`src/rtl/multicycle_ctl_pkg.sv`:
```
// multicycle_ctl_pkg: MIPS opcodes, R-type functs, ALU op codes and sequencer states
package multicycle_ctl_pkg;

    typedef enum logic [2:0] {
        S_INIT,
        S_FETCH,
        S_DECODE,
        S_EXEC,
        S_MEM,
        S_WB,
        S_HALT
    } state_t;

    localparam logic [5:0] OP_R    = 6'h00;
    localparam logic [5:0] OP_J    = 6'h02;
    localparam logic [5:0] OP_BEQ  = 6'h04;
    localparam logic [5:0] OP_ADDI = 6'h08;
    localparam logic [5:0] OP_LW   = 6'h23;
    localparam logic [5:0] OP_SW   = 6'h2b;

    localparam logic [5:0] F_ADD = 6'h20;
    localparam logic [5:0] F_SUB = 6'h22;
    localparam logic [5:0] F_AND = 6'h24;
    localparam logic [5:0] F_OR  = 6'h25;
    localparam logic [5:0] F_SLT = 6'h2a;

    localparam logic [2:0] ALU_AND = 3'b000;
    localparam logic [2:0] ALU_OR  = 3'b001;
    localparam logic [2:0] ALU_ADD = 3'b010;
    localparam logic [2:0] ALU_SUB = 3'b110;
    localparam logic [2:0] ALU_SLT = 3'b111;

    function automatic logic legal_opcode(input logic [5:0] o);
        return o inside {OP_R, OP_J, OP_BEQ, OP_ADDI, OP_LW, OP_SW};
    endfunction

endpackage

```
`src/rtl/multicycle_ctl_if.sv`:
```
// multicycle_ctl_if: datapath-facing inputs and control strobes of the sequencer
interface multicycle_ctl_if;
    logic        stall;
    logic [5:0]  opcode;
    logic [5:0]  funct;
    logic        zero;
    logic        int_load;
    logic        ir_we;
    logic        pc_we;
    logic        RegDst;
    logic        ALUSrc;
    logic        RegWrite;
    logic        MemRead;
    logic        MemWrite;
    logic        Mem2Reg;
    logic        branch;
    logic        jump;
    logic [2:0]  op;
    logic [31:0] instr_cnt;
    logic        halted;
    logic        illegal;

    modport master (
        input  stall, opcode, funct, zero,
        output int_load, ir_we, pc_we, RegDst, ALUSrc, RegWrite, MemRead, MemWrite,
               Mem2Reg, branch, jump, op, instr_cnt, halted, illegal
    );

    modport slave (
        output stall, opcode, funct, zero,
        input  int_load, ir_we, pc_we, RegDst, ALUSrc, RegWrite, MemRead, MemWrite,
               Mem2Reg, branch, jump, op, instr_cnt, halted, illegal
    );
endinterface

```
`src/rtl/multicycle_ctl_alu_op_decode.sv`:
```
// multicycle_ctl_alu_op_decode: opcode/funct to ALU op, flags unsupported R-type funct
module multicycle_ctl_alu_op_decode
    import multicycle_ctl_pkg::*;
(
    input  logic [5:0] opcode,
    input  logic [5:0] funct,
    output logic [2:0] op,
    output logic       illegal_funct
);
    always_comb begin
        op = (opcode == OP_BEQ) ? ALU_SUB : ALU_ADD;
        illegal_funct = 1'b0;
        if (opcode == OP_R) begin
            case (funct)
                F_AND:   op = ALU_AND;
                F_OR:    op = ALU_OR;
                F_ADD:   op = ALU_ADD;
                F_SUB:   op = ALU_SUB;
                F_SLT:   op = ALU_SLT;
                default: illegal_funct = 1'b1;
            endcase
        end
    end
endmodule

```
`src/rtl/multicycle_ctl.sv`:
```
// multicycle_ctl: multi-cycle MIPS sequencer issuing per-phase strobes and counting retirements
module multicycle_ctl
    import multicycle_ctl_pkg::*;
#(
    parameter logic [31:0] MAX_INSTR = 32'd0
) (
    input logic              clk,
    input logic              rst,
    multicycle_ctl_if.master bus
);
    state_t      state_q, state_d, ret_state;
    logic [31:0] cnt_q, cnt_d;
    logic        illegal_q, illegal_d;
    logic [2:0]  dec_op;
    logic        bad_funct;
    logic        is_r, is_j, is_beq, is_lw, is_sw, is_imm, bad;
    logic        quiet, in_ins, short_ret, retire;

    multicycle_ctl_alu_op_decode u_dec (
        .opcode        (bus.opcode),
        .funct         (bus.funct),
        .op            (dec_op),
        .illegal_funct (bad_funct)
    );

    // a reset cycle is treated like a stall so the abandoned instruction writes nothing
    always_comb begin
        is_r      = bus.opcode == OP_R;
        is_j      = bus.opcode == OP_J;
        is_beq    = bus.opcode == OP_BEQ;
        is_lw     = bus.opcode == OP_LW;
        is_sw     = bus.opcode == OP_SW;
        is_imm    = bus.opcode inside {OP_ADDI, OP_LW, OP_SW};
        bad       = !legal_opcode(bus.opcode) || (is_r && bad_funct);
        quiet     = rst || bus.stall;
        in_ins    = state_q inside {S_DECODE, S_EXEC, S_MEM, S_WB};
        short_ret = is_beq || is_j || bad;
        retire    = !quiet && ((state_q == S_EXEC && short_ret) || (state_q == S_MEM && is_sw) ||
                               state_q == S_WB);
        ret_state = (MAX_INSTR != 32'd0 && cnt_q + 32'd1 == MAX_INSTR) ? S_HALT : S_FETCH;
        case (state_q)
            S_INIT:   state_d = S_FETCH;
            S_FETCH:  state_d = S_DECODE;
            S_DECODE: state_d = S_EXEC;
            S_EXEC:   state_d = short_ret ? ret_state : (is_lw || is_sw) ? S_MEM : S_WB;
            S_MEM:    state_d = is_lw ? S_WB : ret_state;
            S_WB:     state_d = ret_state;
            S_HALT:   state_d = S_HALT;
            default:  state_d = S_INIT;
        endcase
        state_d   = bus.stall ? state_q : state_d;
        cnt_d     = cnt_q + {31'd0, retire};
        illegal_d = illegal_q || (!quiet && state_q == S_EXEC && bad);
    end

    always_comb begin
        bus.int_load  = !quiet && state_q == S_INIT;
        bus.ir_we     = !quiet && state_q == S_FETCH;
        bus.pc_we     = retire;
        bus.RegDst    = in_ins && is_r;
        bus.ALUSrc    = in_ins && is_imm;
        bus.RegWrite  = !quiet && state_q == S_WB;
        bus.MemRead   = !quiet && state_q == S_MEM && is_lw;
        bus.MemWrite  = !quiet && state_q == S_MEM && is_sw;
        bus.Mem2Reg   = state_q == S_WB && is_lw;
        bus.branch    = state_q == S_EXEC && is_beq;
        bus.jump      = state_q == S_EXEC && is_j;
        bus.op        = (state_q == S_EXEC) ? dec_op : ALU_ADD;
        bus.instr_cnt = cnt_q;
        bus.halted    = state_q == S_HALT;
        bus.illegal   = illegal_q;
    end

    always_ff @(posedge clk) begin
        if (rst) begin
            state_q   <= S_INIT;
            cnt_q     <= 32'd0;
            illegal_q <= 1'b0;
        end else begin
            state_q   <= state_d;
            cnt_q     <= cnt_d;
            illegal_q <= illegal_d;
        end
    end
endmodule

```
`src/flat_wrapper.sv`:
```
// flat-port wrapper written by rule: the top's interface ports become plain ports
module multicycle_ctl_flat import multicycle_ctl_pkg::*;
#(
    parameter logic [31:0] MAX_INSTR = 32'd0
)
  (clk, rst, bus_stall, bus_opcode, bus_funct, bus_zero, bus_int_load, bus_ir_we, bus_pc_we, bus_RegDst, bus_ALUSrc, bus_RegWrite, bus_MemRead, bus_MemWrite, bus_Mem2Reg, bus_branch, bus_jump, bus_op, bus_instr_cnt, bus_halted, bus_illegal);
  multicycle_ctl_if bus_i ();
  input logic clk;
  input logic rst;
  input wire logic [$bits(bus_i.stall)-1:0] bus_stall;
  input wire logic [$bits(bus_i.opcode)-1:0] bus_opcode;
  input wire logic [$bits(bus_i.funct)-1:0] bus_funct;
  input wire logic [$bits(bus_i.zero)-1:0] bus_zero;
  output wire logic [$bits(bus_i.int_load)-1:0] bus_int_load;
  output wire logic [$bits(bus_i.ir_we)-1:0] bus_ir_we;
  output wire logic [$bits(bus_i.pc_we)-1:0] bus_pc_we;
  output wire logic [$bits(bus_i.RegDst)-1:0] bus_RegDst;
  output wire logic [$bits(bus_i.ALUSrc)-1:0] bus_ALUSrc;
  output wire logic [$bits(bus_i.RegWrite)-1:0] bus_RegWrite;
  output wire logic [$bits(bus_i.MemRead)-1:0] bus_MemRead;
  output wire logic [$bits(bus_i.MemWrite)-1:0] bus_MemWrite;
  output wire logic [$bits(bus_i.Mem2Reg)-1:0] bus_Mem2Reg;
  output wire logic [$bits(bus_i.branch)-1:0] bus_branch;
  output wire logic [$bits(bus_i.jump)-1:0] bus_jump;
  output wire logic [$bits(bus_i.op)-1:0] bus_op;
  output wire logic [$bits(bus_i.instr_cnt)-1:0] bus_instr_cnt;
  output wire logic [$bits(bus_i.halted)-1:0] bus_halted;
  output wire logic [$bits(bus_i.illegal)-1:0] bus_illegal;
  assign bus_i.stall = bus_stall;
  assign bus_i.opcode = bus_opcode;
  assign bus_i.funct = bus_funct;
  assign bus_i.zero = bus_zero;
  assign bus_int_load = bus_i.int_load;
  assign bus_ir_we = bus_i.ir_we;
  assign bus_pc_we = bus_i.pc_we;
  assign bus_RegDst = bus_i.RegDst;
  assign bus_ALUSrc = bus_i.ALUSrc;
  assign bus_RegWrite = bus_i.RegWrite;
  assign bus_MemRead = bus_i.MemRead;
  assign bus_MemWrite = bus_i.MemWrite;
  assign bus_Mem2Reg = bus_i.Mem2Reg;
  assign bus_branch = bus_i.branch;
  assign bus_jump = bus_i.jump;
  assign bus_op = bus_i.op;
  assign bus_instr_cnt = bus_i.instr_cnt;
  assign bus_halted = bus_i.halted;
  assign bus_illegal = bus_i.illegal;
  multicycle_ctl #(.MAX_INSTR(MAX_INSTR)) u_core (.clk(clk), .rst(rst), .bus(bus_i));
endmodule
```
`config.mk`:
```
export PLATFORM = sky130hd
export DESIGN_NAME = multicycle_ctl_flat
export DESIGN_NICKNAME = d
export VERILOG_FILES = /design/src/rtl/multicycle_ctl_pkg.sv /design/src/rtl/multicycle_ctl_if.sv /design/src/rtl/multicycle_ctl_alu_op_decode.sv /design/src/rtl/multicycle_ctl.sv /design/src/flat_wrapper.sv
export SDC_FILE = /design/constraint.sdc
export NUM_CORES = 1
export LEC_CHECK = 0
export ABC_AREA = 1
export BUFFER_PORTS_ARGS = -buffer_cell sky130_fd_sc_hd__clkbuf_2
export CAP_MARGIN = 20
export CORE_MARGIN = 10
export CORE_UTILIZATION = 56
export DETAILED_ROUTE_END_ITERATION = 6
export GPL_ROUTABILITY_DRIVEN = 0
export PLACE_DENSITY = 0.95
export SLEW_MARGIN = 20
export SYNTH_ARGS = -nofsm -noshare
export SYNTH_HDL_FRONTEND = slang
export SYNTH_SLANG_ARGS = --single-unit
export TNS_END_PERCENT = 1
```
`constraint.sdc`:
```
create_clock -name clk -period 3.3 [get_ports clk]
set_input_delay 0.33 -clock clk [delete_from_list [all_inputs] [get_ports clk]]
set_output_delay 0.33 -clock clk [all_outputs]
set_load 0.05 [all_outputs]
```
# Yosys cells after proc, flatten, opt, wreduce, memory -nomap -nowiden

Cells that the tools add are included.

Reduce and logical (&&, ||, !) cells: 34
Equal/unequal tests: 16
Shift-type cells: 0
Divide/modulo/power cells: 0
Bitwise logic cells: 0
$add $sub $neg: 1
Muxes and demuxes: 10
Multiply operators: 0
$lt $le $gt $ge: 0

Operators by type and width:

| kind               | number |
|---|---|
| $eq 6x6->1 const B | 7 |
| $add 32x1->32      | 1 |
| $pmux 3 s6         | 1 |
| $logic_and 1x1->1  | 17 |
| $mux 3             | 5 |
| $pmux 3 s5         | 1 |
| $eq 3x3->1 const B | 3 |
| $logic_or 1x1->1   | 8 |
| $eq 3x2->1 const B | 2 |
| $eq 6x2->1 const B | 1 |
| $eq 6x3->1 const B | 1 |
| $eq 6x4->1 const B | 1 |
| $logic_not 6->1    | 1 |
| $reduce_bool 6->1  | 1 |
| $reduce_or 5->1    | 1 |
| $reduce_bool 4->1  | 1 |
| $eq 3x1->1 const B | 1 |
| $logic_not 3->1    | 1 |
| $mux 1             | 3 |
| $reduce_bool 3->1  | 1 |
| $logic_not 1->1    | 2 |
| $reduce_or 2->1    | 1 |

Memories kept: 0
Output and inout bits: 48
Bits in writable memories: 0
Bits in registers: 36
Latch bits: 0
Bits in read-only memories: 0

# Longest topological paths before layout

Gate-level depths: netlist (run 1).

Word-level depth: 12
Depth in mapped cells: 19

# By module

A second synthesis (run 1) with hierarchy kept.

Cell total of the unflattened synthesis: 364
Area total of the unflattened synthesis: 2331.0 um2

By module, submodules not included:

| module                       | area an instance (um2) | seq. area each (um2) | cells an instance | instances |
|---|---|---|---|---|
| multicycle_ctl               | 2179.6                 | 720.7                | 332               | 1 |
| multicycle_ctl_alu_op_decode | 151.4                  | 0.0                  | 32                | 1 |

# Least setup slack after synthesis (run 1)

No wires, ideal clock.

Path kind: reg2reg
Start point: register u_core.state_q[1]
End point: register u_core.cnt_q[18], in the netlist u_core.bus.instr_cnt[18]
Arrival time: 4.204 ns
Cell stages (with the launch flop): 19
Buffers on the path: 0
Library setup time: 0.117 ns
Period minus slack after synthesis: 4.321 ns
Slack: -1.021 ns
Cells stage by stage: dfxtp_1 -> inv_1 -> nand2_1 -> nor2_1 -> inv_1 -> nor4_1 -> nor2_1 -> o21ai_0 -> ha_1 -> ha_1 -> nand2_2 -> nor2_4 -> nand2_1 -> inv_2 -> nand3_1 -> nor2_2 -> nand3_1 -> nand2_1 -> nor2_1

Cells in the longest elaborated chain, start to end: 6
Elaborated cells on any way between the ends: 9

RTL lines:

| item                                     | RTL line             | text |
|---|---|---|
| start: declaration                       | multicycle_ctl.sv:11 | `state_t state_q, state_d, ret_state;` |
| start signal: assignment                 | multicycle_ctl.sv:80 | `state_q <= state_d;` |
| $eq 3x2->1 or $eq 3x3->1 (tied branches) | multicycle_ctl.sv:38 | `retire = !quiet && ((state_q == S_EXEC && short_ret) \|\| (state_q == S_MEM && is_sw) \|\|` |
| $logic_and 1x1->1                        | multicycle_ctl.sv:38 |  |
| $logic_or 1x1->1                         | multicycle_ctl.sv:38 |  |
| $logic_or 1x1->1 (*)                     | multicycle_ctl.sv:38 |  |
| $logic_and 1x1->1 (*)                    | multicycle_ctl.sv:38 |  |
| named net bus_pc_we                      | flat_wrapper.sv:16   | `output wire logic [$bits(bus_i.pc_we)-1:0] bus_pc_we;` |
| $add 32x1->32 (*)                        | multicycle_ctl.sv:52 | `cnt_d = cnt_q + {31'd0, retire};` |
| end signal: assignment                   | multicycle_ctl.sv:81 | `cnt_q <= cnt_d;` |
| end: declaration                         | multicycle_ctl.sv:12 | `logic [31:0] cnt_q, cnt_d;` |

Mark *: on every way through the listed nets, which the timed path passes. The rest lies on a longest branch.
A chain may end at the register's enable or synchronous reset.

# Final worst setup path (run 1)

Start point: register u_core.state_q[0]
End point: register u_core.cnt_q[30], in the netlist u_core.bus.instr_cnt[30]

Cells in the longest elaborated chain, start to end: 6
Elaborated cells on any way between the ends: 9

RTL lines:

| item                                     | RTL line |
|---|---|
| $eq 3x2->1 or $eq 3x3->1 (tied branches) | multicycle_ctl.sv:38 |
| $logic_and 1x1->1                        | multicycle_ctl.sv:38 |
| $logic_or 1x1->1                         | multicycle_ctl.sv:38 |
| $logic_or 1x1->1 (*)                     | multicycle_ctl.sv:38 |
| $logic_and 1x1->1 (*)                    | multicycle_ctl.sv:38 |
| $add 32x1->32 (*)                        | multicycle_ctl.sv:52 |

Mark *: on every way between the ends. The rest lies on a longest branch, timed or not.

==> results of run 1 <==
==> area by class of cell <==
class | count | area (um^2)
Inverter | 53 | 199
Tap cell | 48 | 60.1
Timing Repair Buffer | 63 | 318
Fill cell | 302 | 1050
Multi-Input combinational cell | 268 | 1330
Clock buffer | 7 | 96.3
Sequential cell | 36 | 721
==> critical path, cell delays in order, from the launching register on <==
cell	delay, ns
dfxtp_1	0.46
nand2_1	0.13
nor2_1	0.20
inv_1	0.13
nor2_1	0.11
inv_1	0.07
o21ai_2	0.13
ha_1	0.23
ha_1	0.22
nand2_2	0.09
nor2_4	0.14
inv_2	0.09
nor2_4	0.16
inv_2	0.07
nor2_4	0.09
nand2_1	0.06
nand2_1	0.06
a21oi_1	0.05
==> per-layer routing <==
metal / part of all wire (%) / vias to the layer above
li1: - / 1281
met1: 39 / 1112
met2: 49 / 115
met3: 9.0 / 25
met4: 3.2 / 0
met5: 0 / -
==> power groups by stage <==
| stage | clock network (mW) | registers [mW] | logic, mW |
|---|---|---|---|
| after floorplan | 0 | 0.449 | 0.0403 |
| after global placement | 0 | 0.450 | 0.0573 |
| after detailed placement | 0 | 0.450 | 0.0588 |
| after CTS | 0.344 | 0.440 | 0.0590 |
| after global routing | 0.361 | 0.441 | 0.0674 |
| final | 0.340 | 0.441 | 0.0594 |
==> sequential cells by signal, summed over array words and instances (netlist names) <==
register / count
u_core.bus.illegal: 1
u_core.bus.instr_cnt: 32
u_core.state_q: 3
==> through the flow <==
stage,power (mW),hold slack [ns],instances,setup WS (ns)
6_report,0.839,0.331,475,0.690
5_1_grt,0.869,0.380,475,0.425
4_1_cts,0.843,0.323,475,0.679
3_5_place_dp,0.509,0.457,468,0.715
3_3_place_gp,0.508,0.448,468,0.792
2_1_floorplan,0.490,0.470,361,0.269
==> layout by cell type, fill, tap and decap left out, types with 2 or more instances in the layout <==
master and instances:
clkbuf_8 7, nor3_1 14, and3_1 2, nand3_1 19, nand4_1 7, nor3_2 3, o21ai_0 7, inv_1 48
o21a_1 2, nor2_1 68, nand2_2 5, dfxtp_1 36, a21oi_1 29, inv_2 5, or2_0 2, or2_2 2
xor2_1 4, nor2_4 6, nor2_2 2, clkbuf_2 62, nand2_1 80, nand3b_1 5, ha_1 2
==> worst max path at each step <==
stage                                               from                                  end  slack (ns)  cells past startpoint
final                     u_core.state_q[0]$_SDFFE_PP0N_  u_core.bus.instr_cnt[30]$_SDFF_PP0_        0.69                     17
after detailed placement  u_core.state_q[0]$_SDFFE_PP0N_  u_core.bus.instr_cnt[30]$_SDFF_PP0_        0.72                     17
after global placement    u_core.state_q[0]$_SDFFE_PP0N_  u_core.bus.instr_cnt[30]$_SDFF_PP0_        0.79                     17
after floorplan           u_core.state_q[1]$_SDFFE_PP0N_  u_core.bus.instr_cnt[18]$_SDFF_PP0_        0.27                     18
after CTS                 u_core.state_q[0]$_SDFFE_PP0N_  u_core.bus.instr_cnt[30]$_SDFF_PP0_        0.68                     17
after global routing      u_core.state_q[0]$_SDFFE_PP0N_  u_core.bus.instr_cnt[30]$_SDFF_PP0_        0.43                     17
==> cell usage after synthesis <==
| library cell | instances | share of area [%] |
|---|---|---|
| xnor2_1 | 1 | 0.39 |
| o21a_1 | 2 | 0.67 |
| nor2_4 | 6 | 3.0 |
| nor3_2 | 3 | 1.3 |
| clkbuf_1 | 3 | 0.50 |
| nand3_1 | 19 | 4.2 |
| nor3_1 | 14 | 3.1 |
| o211ai_1 | 1 | 0.33 |
| o21ai_0 | 8 | 1.8 |
| nor4_1 | 2 | 0.56 |
| nand3_4 | 1 | 0.78 |
| nor2_1 | 69 | 12 |
| a211oi_1 | 1 | 0.33 |
| ha_1 | 2 | 1.1 |
| a21oi_1 | 29 | 6.5 |
| nand3_2 | 1 | 0.45 |
| inv_1 | 48 | 8.0 |
| inv_2 | 5 | 0.84 |
| and3_1 | 2 | 0.56 |
| nand4_1 | 7 | 1.9 |
| buf_2 | 1 | 0.22 |
| dfxtp_1 | 36 | 32 |
| nand2_2 | 5 | 1.4 |
| or2_0 | 2 | 0.56 |
| or2_2 | 2 | 0.56 |
| xor2_1 | 4 | 1.6 |
| nor3b_1 | 1 | 0.33 |
| nand3b_1 | 5 | 1.7 |
| nor2_2 | 1 | 0.28 |
| nand2_1 | 80 | 13 |
==> cells by family (layout without fill, tap and decap cells) <==
family,Yosys count,in the layout
AOI/OAI and AO/OA,41,41
xor gates and xnor gates,5,5
adders and majority gates,2,2
buffers and inverters,57,123
DFF,36,36
and+or+nand+nor,220,220
==> results.yml, run 1 <==
floorplan:
  core-area_mm2: 0.00377
  die_area_mm2: 0.00694
  die_x_um: 83.3
  fp-row-count: 22
  start_util_pct: 59.6
  pin_count: 64
  die_y_um: 83.3
power_and_ir_drop:
  irDropWorstVdd_mv: 0.213
  switching_share_pct: 23.6
  power_density_mw_per_mm2: 308
  seq_power_share_pct: 52.5
  p_comb_share_pct: 7.1
  internal_power_mw: 0.641
  switching_power_mw: 0.198
  power.static_leakage_nw: 1.10
  clkPwrFrac_pct: 40.4
yosys:
  synthDistinctLibCells: 30
  synthAdderAreaFrac_pct: 1.11
  netlist_instances: 361
  ys_ff_latch: 36
  yosysWarnings: 0
  synth_xor_area_share_pct: 1.95
  syn_area_per_cell_um2: 6.22
  synth_mux_area_share_pct: 0
  yosysSeqAreaShare_pct: 32.1
  synth_nets: 379
  synth_top_family_by_area: "simple AND/OR/NAND/NOR gates"
  synth.cell_area_mm2: 0.00225
  synth_compound_area_share_pct: 9.58
  synth_simple_gate_area_share_pct: 45.7
finish:
  final_net_count: 445
  utilization_pct: 72.3
  drive_gt1_share_pct: 22.7
  fin_area_mm2: 0.00273
  area_growth_pct: 21.3
  antenna_cells: 0
sta:
  finalSetupTns_ns: 0
  drv_slew: 0
  slew_headroom_pct: 78.4
  rsz0062_at_grt: "no"
  hold_viol: 0
  fmax_mhz: 383
  worst_slew_pin_slew_ns: 0.321
  period_minus_slack_ns: 2.61
  clock_skew_ns: 0.00785
  fin_crit_sh_pct: 79.1
  setup_viol_count_final: 0
min_path:
  holdCritStartpoint: "bus_stall"
  worstHoldPathCells: 3
  hp-class: "in2reg"
  hold_end: "u_core.state_q[0]$_SDFFE_PP0N_"
worst_setup_path:
  rrSetupSlack_ns: 0.69
  end_kind: "register"
  critPathKind: "reg2reg"
  r2r-end: "u_core.bus.instr_cnt[30]$_SDFF_PP0_"
  cp-start-kind: "register"
  arrival_ns: 2.77
  r2r_start: "u_core.state_q[0]$_SDFFE_PP0N_"
  rr_worst_depth: 17
  crit_fanout: 8
  cp.required_ns: 3.46
cts:
  clk_path_buf_depth: 2
  cts_made_buffers: 5
  clkLatencyLatePin_ns: 0.29
  cts_resized: 0
  cts_sinks: 36
  cts_root_buffer: "clkbuf_8"
  clk_pin_slew_worst_paths_ns: 0.07
  h-tree-depth: 2
  holdBufCountCts: 0
  post_cts.repair.setup_buffers: 0
  cts_tree: "built"
global_route:
  overflow: 0
  antenna_found_initial: 0
  grtUsageMet1_pct: 19.1
  grt_pass1_wl_um: 10700
  grt_start_max_net_pins: 32
  grtUsageTotal_pct: 17.7
  grt_pass1_vias: 2469
  busiest_layer: "met2"
  grtUsageMet2_pct: 31.5
  grt_util_met3_pct: 5.27
status:
  status: "finished with violations"
  failed_checks: "design-rule violations"
place:
  placedInstanceArea_mm2: 0.00263
  dp_hpwl_um: 4900
  port_buffers: 62
route:
  wl_um: 6150
  via_count: 2533
  drtPass1Iterations: 7
  vias_per_cell: 5.33
  wl_per_cell_um: 13.0
  final_antenna_net_count: 0
  drc_errors: 16
  first_iter_violations: 283
job:
  max-cap-violations: 0
(Power assumes the default switching activity.)
==> run 2, diff against run 1 <==
--- a/config.mk
+++ b/config.mk
@@ -9,10 +9,10 @@
 export BUFFER_PORTS_ARGS = -buffer_cell sky130_fd_sc_hd__clkbuf_2
 export CAP_MARGIN = 20
 export CORE_MARGIN = 10
-export CORE_UTILIZATION = 56
+export CORE_UTILIZATION = 47
 export DETAILED_ROUTE_END_ITERATION = 6
 export GPL_ROUTABILITY_DRIVEN = 0
-export PLACE_DENSITY = 0.95
+export PLACE_DENSITY = 0.88
 export SLEW_MARGIN = 20
 export SYNTH_ARGS = -nofsm -noshare
 export SYNTH_HDL_FRONTEND = slang
==> constraint.sdc (replaced) <==
create_clock -name clk -period 2.1 [get_ports clk]
set_input_delay 0.21 -clock clk [delete_from_list [all_inputs] [get_ports clk]]
set_output_delay 0.21 -clock clk [all_outputs]
set_load 0.05 [all_outputs]
==> run 2 against run 1 <==
Net effect:
- the flow finishes with violations (negative setup slack)
- global-route usage fell by 0.42 points
- register-to-register slack worse by 0.75 ns
- wire length grew 9.7%
- clock skew is 0.0016 ns lower
- non-clock buffer count grew 30
- clock-buffer cell count is 1 higher
- clock power is 50% higher
- via count grew 6.9%
- core utilization is 6.9 points lower
- critical path type unchanged
==> results.yml, run 2 (synthesis results as in run 1) <==
status:
  status: "finished with violations"
  failed_checks: "negative setup slack"
worst_setup_path:
  rrSetupSlack_ns: -0.06
  cp-start-kind: "register"
  end_kind: "register"
  critPathKind: "reg2reg"
  r2r_start: "u_core.state_q[2]$_SDFFE_PP0N_"
  crit_fanout: 4
  rr_worst_depth: 17
  cp.required_ns: 2.27
  startpoint: "u_core.state_q[2]$_SDFFE_PP0N_"
  r2r-end: "u_core.bus.instr_cnt[30]$_SDFF_PP0_"
  arrival_ns: 2.33
route:
  drc_errors: 0
  wl_um: 6750
  via_count: 2708
  drtPass1Iterations: 5
  first_iter_violations: 206
  wl_per_cell_um: 13.2
  final_antenna_net_count: 0
  vias_per_cell: 5.29
cts:
  cts_made_buffers: 5
  h-tree-depth: 2
  cts_tree: "built"
  post_cts.repair.setup_buffers: 0
  cts_sinks: 36
  clkLatencyLatePin_ns: 0.29
  cts_root_buffer: "clkbuf_8"
  clk_path_buf_depth: 2
  clk_pin_slew_worst_paths_ns: 0.07
finish:
  drive_gt1_share_pct: 32.5
  area_growth_pct: 36.5
  final_net_count: 475
  largest_register_ffs: 32
  multi_input_area_mm2: 0.00143
  utilization_pct: 65.4
  final_common_cell: "nand2_1"
  seqCellArea_um2: 729
  mostFrequentLayoutCells: "nand2_1 (77), nor2_1 (62), clkbuf_2 (62)"
  num-fill-cells: 411
  antenna_cells: 0
floorplan:
  start_util_pct: 47.9
  pin_count: 64
  die_x_um: 89.1
  fp-row-count: 25
  core-area_mm2: 0.00469
  die_y_um: 89.1
  die_area_mm2: 0.00794
sta:
  worst_slew_pin_slew_ns: 0.331
  clock_skew_ns: 0.00620
  drv_slew: 0
  rsz0062_at_grt: "yes"
  fmax_mhz: 463
  slew_headroom_pct: 77.8
  period_minus_slack_ns: 2.16
  fin_ws_ns: -0.0613
  setup_viol_count_final: 5
  fin_crit_sh_pct: 103
  hold_viol: 0
min_path:
  worstHoldPathCells: 4
  holdCritStartpoint: "bus_stall"
  hp-class: "in2reg"
  hold_end: "u_core.state_q[0]$_SDFFE_PP0N_"
global_route:
  grtUsageTotal_pct: 17.3
  overflow: 0
  antenna_found_initial: 0
  grt_pass1_vias: 2636
  grt_start_max_net_pins: 32
  grt_pass1_wl_um: 11200
job:
  max-cap-violations: 0
power_and_ir_drop:
  switching_power_mw: 0.321
  switching_share_pct: 24.3
  clkPwrFrac_pct: 38.6
  power_density_mw_per_mm2: 431
  internal_power_mw: 1.00
  p_comb_share_pct: 9.1
  irDropWorstVdd_mv: 0.261
  power.static_leakage_nw: 1.26
  total_power_mw: 1.32
  seq_power_share_pct: 52.4
place:
  place_ws_ns: -0.201
  port_buffers: 62
  dp_hpwl_um: 5340
[run 2: changes by cell type in the layout (fill, tap and decap cells not counted), sizes merged]
cell and delta:
clkbuf +1, buf +30
[run 2: timing repair]
| action | in CTS | in global routing |
|---|---|---|
| endpoints found under the setup margin | 24 | 27 |
| pin swaps | 4 | 3 |
| gates resized for setup | 8 | 15 |
| hold endpoints to repair | 0 | 0 |
| hold buffers | 0 | 0 |
[run 2: worst max path at each step]
stage          slack (ns)                                  end  cells after the start
2_1_floorplan       -0.76  u_core.bus.instr_cnt[18]$_SDFF_PP0_                     18
6_report            -0.06  u_core.bus.instr_cnt[30]$_SDFF_PP0_                     17
4_1_cts             -0.07  u_core.bus.instr_cnt[30]$_SDFF_PP0_                     18
3_3_place_gp        -0.08  u_core.bus.instr_cnt[30]$_SDFF_PP0_                     17
5_1_grt             -0.23  u_core.bus.instr_cnt[30]$_SDFF_PP0_                     18
3_5_place_dp        -0.20  u_core.bus.instr_cnt[30]$_SDFF_PP0_                     17
[run 2: final cells by class]
class	instances	share of cell area, %
Sequential cell	36	23.8
Tap cell	54	2.20
Timing Repair Buffer	93	17.8
Clock buffer	8	2.94
Inverter	53	6.49
Multi-Input combinational cell	268	46.8
[run 2: per-layer routing]
| metal | track usage [%] | up-vias | part of all wire [%] |
|---|---|---|---|
| met5 | 0 | - | 0 |
| met4 | 8.67 | 0 | 3.3 |
| met3 | 4.56 | 23 | 8.0 |
| met2 | 31.0 | 127 | 51 |
| met1 | 18.1 | 1212 | 37 |
| li1 | - | 1346 | - |
[run 2: metrics by stage]
| stage | area (um^2) | hold WS, ns | instances | TNS, ns |
|---|---|---|---|---|
| after global placement | 2910 | 0.448 | 504 | -0.681 |
| after detailed placement | 2910 | 0.473 | 504 | -2.22 |
| final | 3070 | 0.294 | 512 | -0.119 |
| after CTS | 3020 | 0.290 | 512 | -0.218 |
| after floorplan | 2320 | 0.350 | 361 | -15.73 |
| after global routing | 3070 | 0.319 | 512 | -2.01 |
[run 2: worst max-delay path, stage by stage (launching register included)]
cell and delay, ns:
dfxtp_4 0.37, nand2_2 0.06, nor2_2 0.09, inv_2 0.05, nor4_4 0.25, nor2_2 0.09
o21ai_4 0.08, ha_4 0.18, ha_4 0.14, nand2_4 0.06, nor2_4 0.13, inv_2 0.08
nor2_4 0.10, inv_2 0.06, nor2_4 0.10, nand2_1 0.06, nand2_1 0.07, a21oi_1 0.06
[run 2: power groups by stage]
stage	Sequential (mW)	Combinational [mW]	Clock (mW)
6_report	0.692	0.120	0.509
5_1_grt	0.692	0.134	0.549
4_1_cts	0.692	0.119	0.515
3_5_place_dp	0.707	0.116	0
3_3_place_gp	0.707	0.111	0
2_1_floorplan	0.706	0.0641	0
==> run 3, diff against run 2 <==
--- a/config.mk
+++ b/config.mk
@@ -5,14 +5,13 @@
 export SDC_FILE = /design/constraint.sdc
 export NUM_CORES = 1
 export LEC_CHECK = 0
-export ABC_AREA = 1
 export BUFFER_PORTS_ARGS = -buffer_cell sky130_fd_sc_hd__clkbuf_2
 export CAP_MARGIN = 20
 export CORE_MARGIN = 10
-export CORE_UTILIZATION = 47
+export CORE_UTILIZATION = 45
 export DETAILED_ROUTE_END_ITERATION = 6
 export GPL_ROUTABILITY_DRIVEN = 0
-export PLACE_DENSITY = 0.88
+export PLACE_DENSITY = 0.87
 export SLEW_MARGIN = 20
 export SYNTH_ARGS = -nofsm -noshare
 export SYNTH_HDL_FRONTEND = slang
==> run 3 against run 2 <==
Net effect:
- the flow still finishes with violations (negative setup slack)
- highest routed layer unchanged
- power rose by 13%
- hold slack gained 0.0013 ns
- clock-buffer cell count is 1 lower
- sequential share of layout area increased by 0.10 points
- clock power up 33%
==> results.yml, run 3 <==
cts:
  clk_pin_slew_worst_paths_ns: 0.07
  clk_path_buf_depth: 2
  cts_made_buffers: 5
  h-tree-depth: 2
  holdBufCountCts: 0
  clkLatencyLatePin_ns: 0.30
  cts_root_buffer: "clkbuf_8"
  cts_sinks: 36
  cts_tree: "built"
route:
  drc_errors: 0
  via_count: 2264
  vias_per_cell: 5.56
  first_iter_violations: 132
  met3WireLength_um: 430
  drtPass1Iterations: 4
  wl_met2_um: 3620
  wl_per_cell_um: 16.9
  top_layer_used: "met4"
  wl_um: 6890
  wl_met1_um: 2600
  final_antenna_net_count: 0
sta:
  slew_headroom_pct: 59.6
  clock_skew_ns: 0.00485
  finalSetupTns_ns: -14.76
  worst_slew_pin_slew_ns: 0.604
  hold_viol: 0
  fin_ws_ns: -0.978
  drv_slew: 0
  fin_crit_sh_pct: 147
  rsz0062_at_grt: "yes"
  fmax_mhz: 325
  period_minus_slack_ns: 3.08
  setup_viol_count_final: 29
yosys:
  netlist_instances: 243
  yosysTopAreaCell: "dfxtp_1"
  synth_top_family_by_area: "simple AND/OR/NAND/NOR gates"
  yosysSeqAreaShare_pct: 37.9
  synthDistinctLibCells: 39
  synth_area_leaders: "dfxtp_1 (38%), xnor2_1 (6.5%), nor2_1 (5.5%)"
  synth_nets: 261
  ys.flop_type: "dfxtp_1"
  synth_xor_area_share_pct: 8.76
  synth_commonest_cells: "dfxtp_1 (36), nor2_1 (28), a21oi_1 (17), nor3_1 (17), o21ai_0 (17)"
  synth_simple_gate_area_share_pct: 34.1
  syn_area_per_cell_um2: 7.82
  synth_compound_area_share_pct: 12.9
  synth_edf_count: 0
  ys_ff_latch: 36
  yosysWarnings: 0
  async_flop_share_pct: 0
  synth_mux_area_share_pct: 1.12
  synth.cell_area_mm2: 0.00190
  synthAdderAreaFrac_pct: 1.32
  synth_top_cell_area_share_pct: 37.9
  synth_most_common_cell: "dfxtp_1"
floorplan:
  die_area_mm2: 0.00722
  fp-row-count: 23
  die_x_um: 85.0
  core-area_mm2: 0.00403
  start_util_pct: 47.1
  die_y_um: 85.0
  pin_count: 64
finish:
  area_growth_pct: 59.7
  fin_area_mm2: 0.00303
  final_net_count: 374
  largest_register_ffs: 32
  final_common_cell: "clkbuf_2"
  num-fill-cells: 247
  seqCellArea_um2: 724
  mostFrequentLayoutCells: "clkbuf_2 (60), buf_4 (49), dfxtp_1 (35)"
  drive_gt1_share_pct: 45.1
  antenna_cells: 0
  multi_input_area_mm2: 0.00135
global_route:
  antenna_found_initial: 0
  grt_pass1_wl_um: 11100
  grt_start_max_net_pins: 25
  grt_pass1_vias: 2334
  overflow: 0
  grtUsageTotal_pct: 18.4
worst_setup_path:
  cp-start-kind: "register"
  crit_fanout: 7
  worst-path-buf-inv: 0
  crit_chain: "nor2b_4 -> nand2_2 -> or3_4 -> o22a_1 -> o21ai_4 -> ha_4 -> ha_4 -> nand4_4 -> or3_4 -> or4_4 -> or3_4 -> a21oi_4"
  cp.required_ns: 2.33
  startpoint: "u_core.state_q[0]$_SDFFE_PP0N_"
  r2r_start: "u_core.state_q[0]$_SDFFE_PP0N_"
  end_kind: "register"
  arrival_ns: 3.31
  slowest_delay_ns: 0.56
  cpMostUsedCell: "or3_4"
  critPathKind: "reg2reg"
  critical_path.top_delay_family: "simple AND/OR/NAND/NOR gates"
  crit_slowest_cell: "or4_4"
power_and_ir_drop:
  power_density_mw_per_mm2: 494
  switching_share_pct: 22.6
  clkPwrFrac_pct: 45.3
  total_power_mw: 1.50
  irDropWorstVdd_mv: 0.430
  p_comb_share_pct: 8.8
  seq_power_share_pct: 45.9
  switching_power_mw: 0.339
  power.static_leakage_nw: 1.33
  internal_power_mw: 1.16
min_path:
  holdCritStartpoint: "bus_stall"
  hp-class: "in2reg"
place:
  placedInstanceArea_mm2: 0.00268
  port_buffers: 62
  dp_hpwl_um: 4650
status:
  failed_checks: "negative setup slack"
  status: "finished with violations"
job:
  max-cap-violations: 0
## run 3: layer usage
metal | vias to the layer above | GRT usage, %
met1 | 1074 | 18.9
met4 | 0 | 9.73
met5 | - | 0
met3 | 23 | 4.97
li1 | 1090 | -
met2 | 77 | 32.9
## run 3: worst paths after layout
path                                                             to  slack (ns)  depth (start not counted)
worst min-delay path                 u_core.state_q[1]$_SDFFE_PP0N_        0.30                          4
worst max-delay path            u_core.bus.instr_cnt[30]$_SDFF_PP0_       -0.98                         12
worst min register to register        u_core.bus.illegal$_SDFF_PP0_        0.48                          2
worst max register to register  u_core.bus.instr_cnt[30]$_SDFF_PP0_       -0.98                         12
## run 3: worst register-to-register path: stages (launching register included)
cell     delay, ns
dfxtp_4       0.35
nor2b_4       0.14
nand2_2       0.06
or3_4         0.35
o22a_1        0.21
o21ai_4       0.08
ha_4          0.18
ha_4          0.15
nand4_4       0.07
or3_4         0.38
or4_4         0.56
or3_4         0.36
a21oi_4       0.13
## run 3: cell type report
class | count | area share, %
Clock buffer | 7 | 3.18
Clock inverter | 1 | 0.990
Inverter | 12 | 1.49
Multi-Input combinational cell | 188 | 44.5
Sequential cell | 36 | 23.9
Tap cell | 50 | 2.06
Timing Repair Buffer | 113 | 23.9
## run 3: repair_timing
| item | 4_1_cts | 5_1_grt |
|---|---|---|
| setup endpoints to repair | 28 | 33 |
| buffers inserted | 3 | 1 |
| pin swaps | 13 | 4 |
| resized for setup | 28 | 16 |
## run 3: cell families after synthesis
| logic type | Yosys count |
|---|---|
| flops | 36 |
| xor+xnor | 19 |
| compound gates | 43 |
| fa+ha+maj | 2 |
| buf+inv | 19 |
| simple gates | 122 |
| mux | 2 |
## run 3: power by group through the flow
stage                     Sequential [mW]  Clock, mW  Combinational, mW
after floorplan                     0.708          0             0.0532
after global placement              0.703          0              0.119
after detailed placement            0.704          0              0.123
after CTS                           0.688      0.675              0.124
after global routing                0.688      0.702              0.142
final                               0.688      0.679              0.131
## run 3: through the flow
step           instances  hold slack (ns)  setup slack [ns]  utilization (%)
6_report             407            0.295            -0.978             75.3
5_1_grt              407            0.303             -1.07             75.3
4_1_cts              406            0.299            -0.923             73.5
3_5_place_dp         395            0.455            -0.986             66.4
3_3_place_gp         395            0.460            -0.855             66.4
2_1_floorplan        243            0.299             -1.25                -
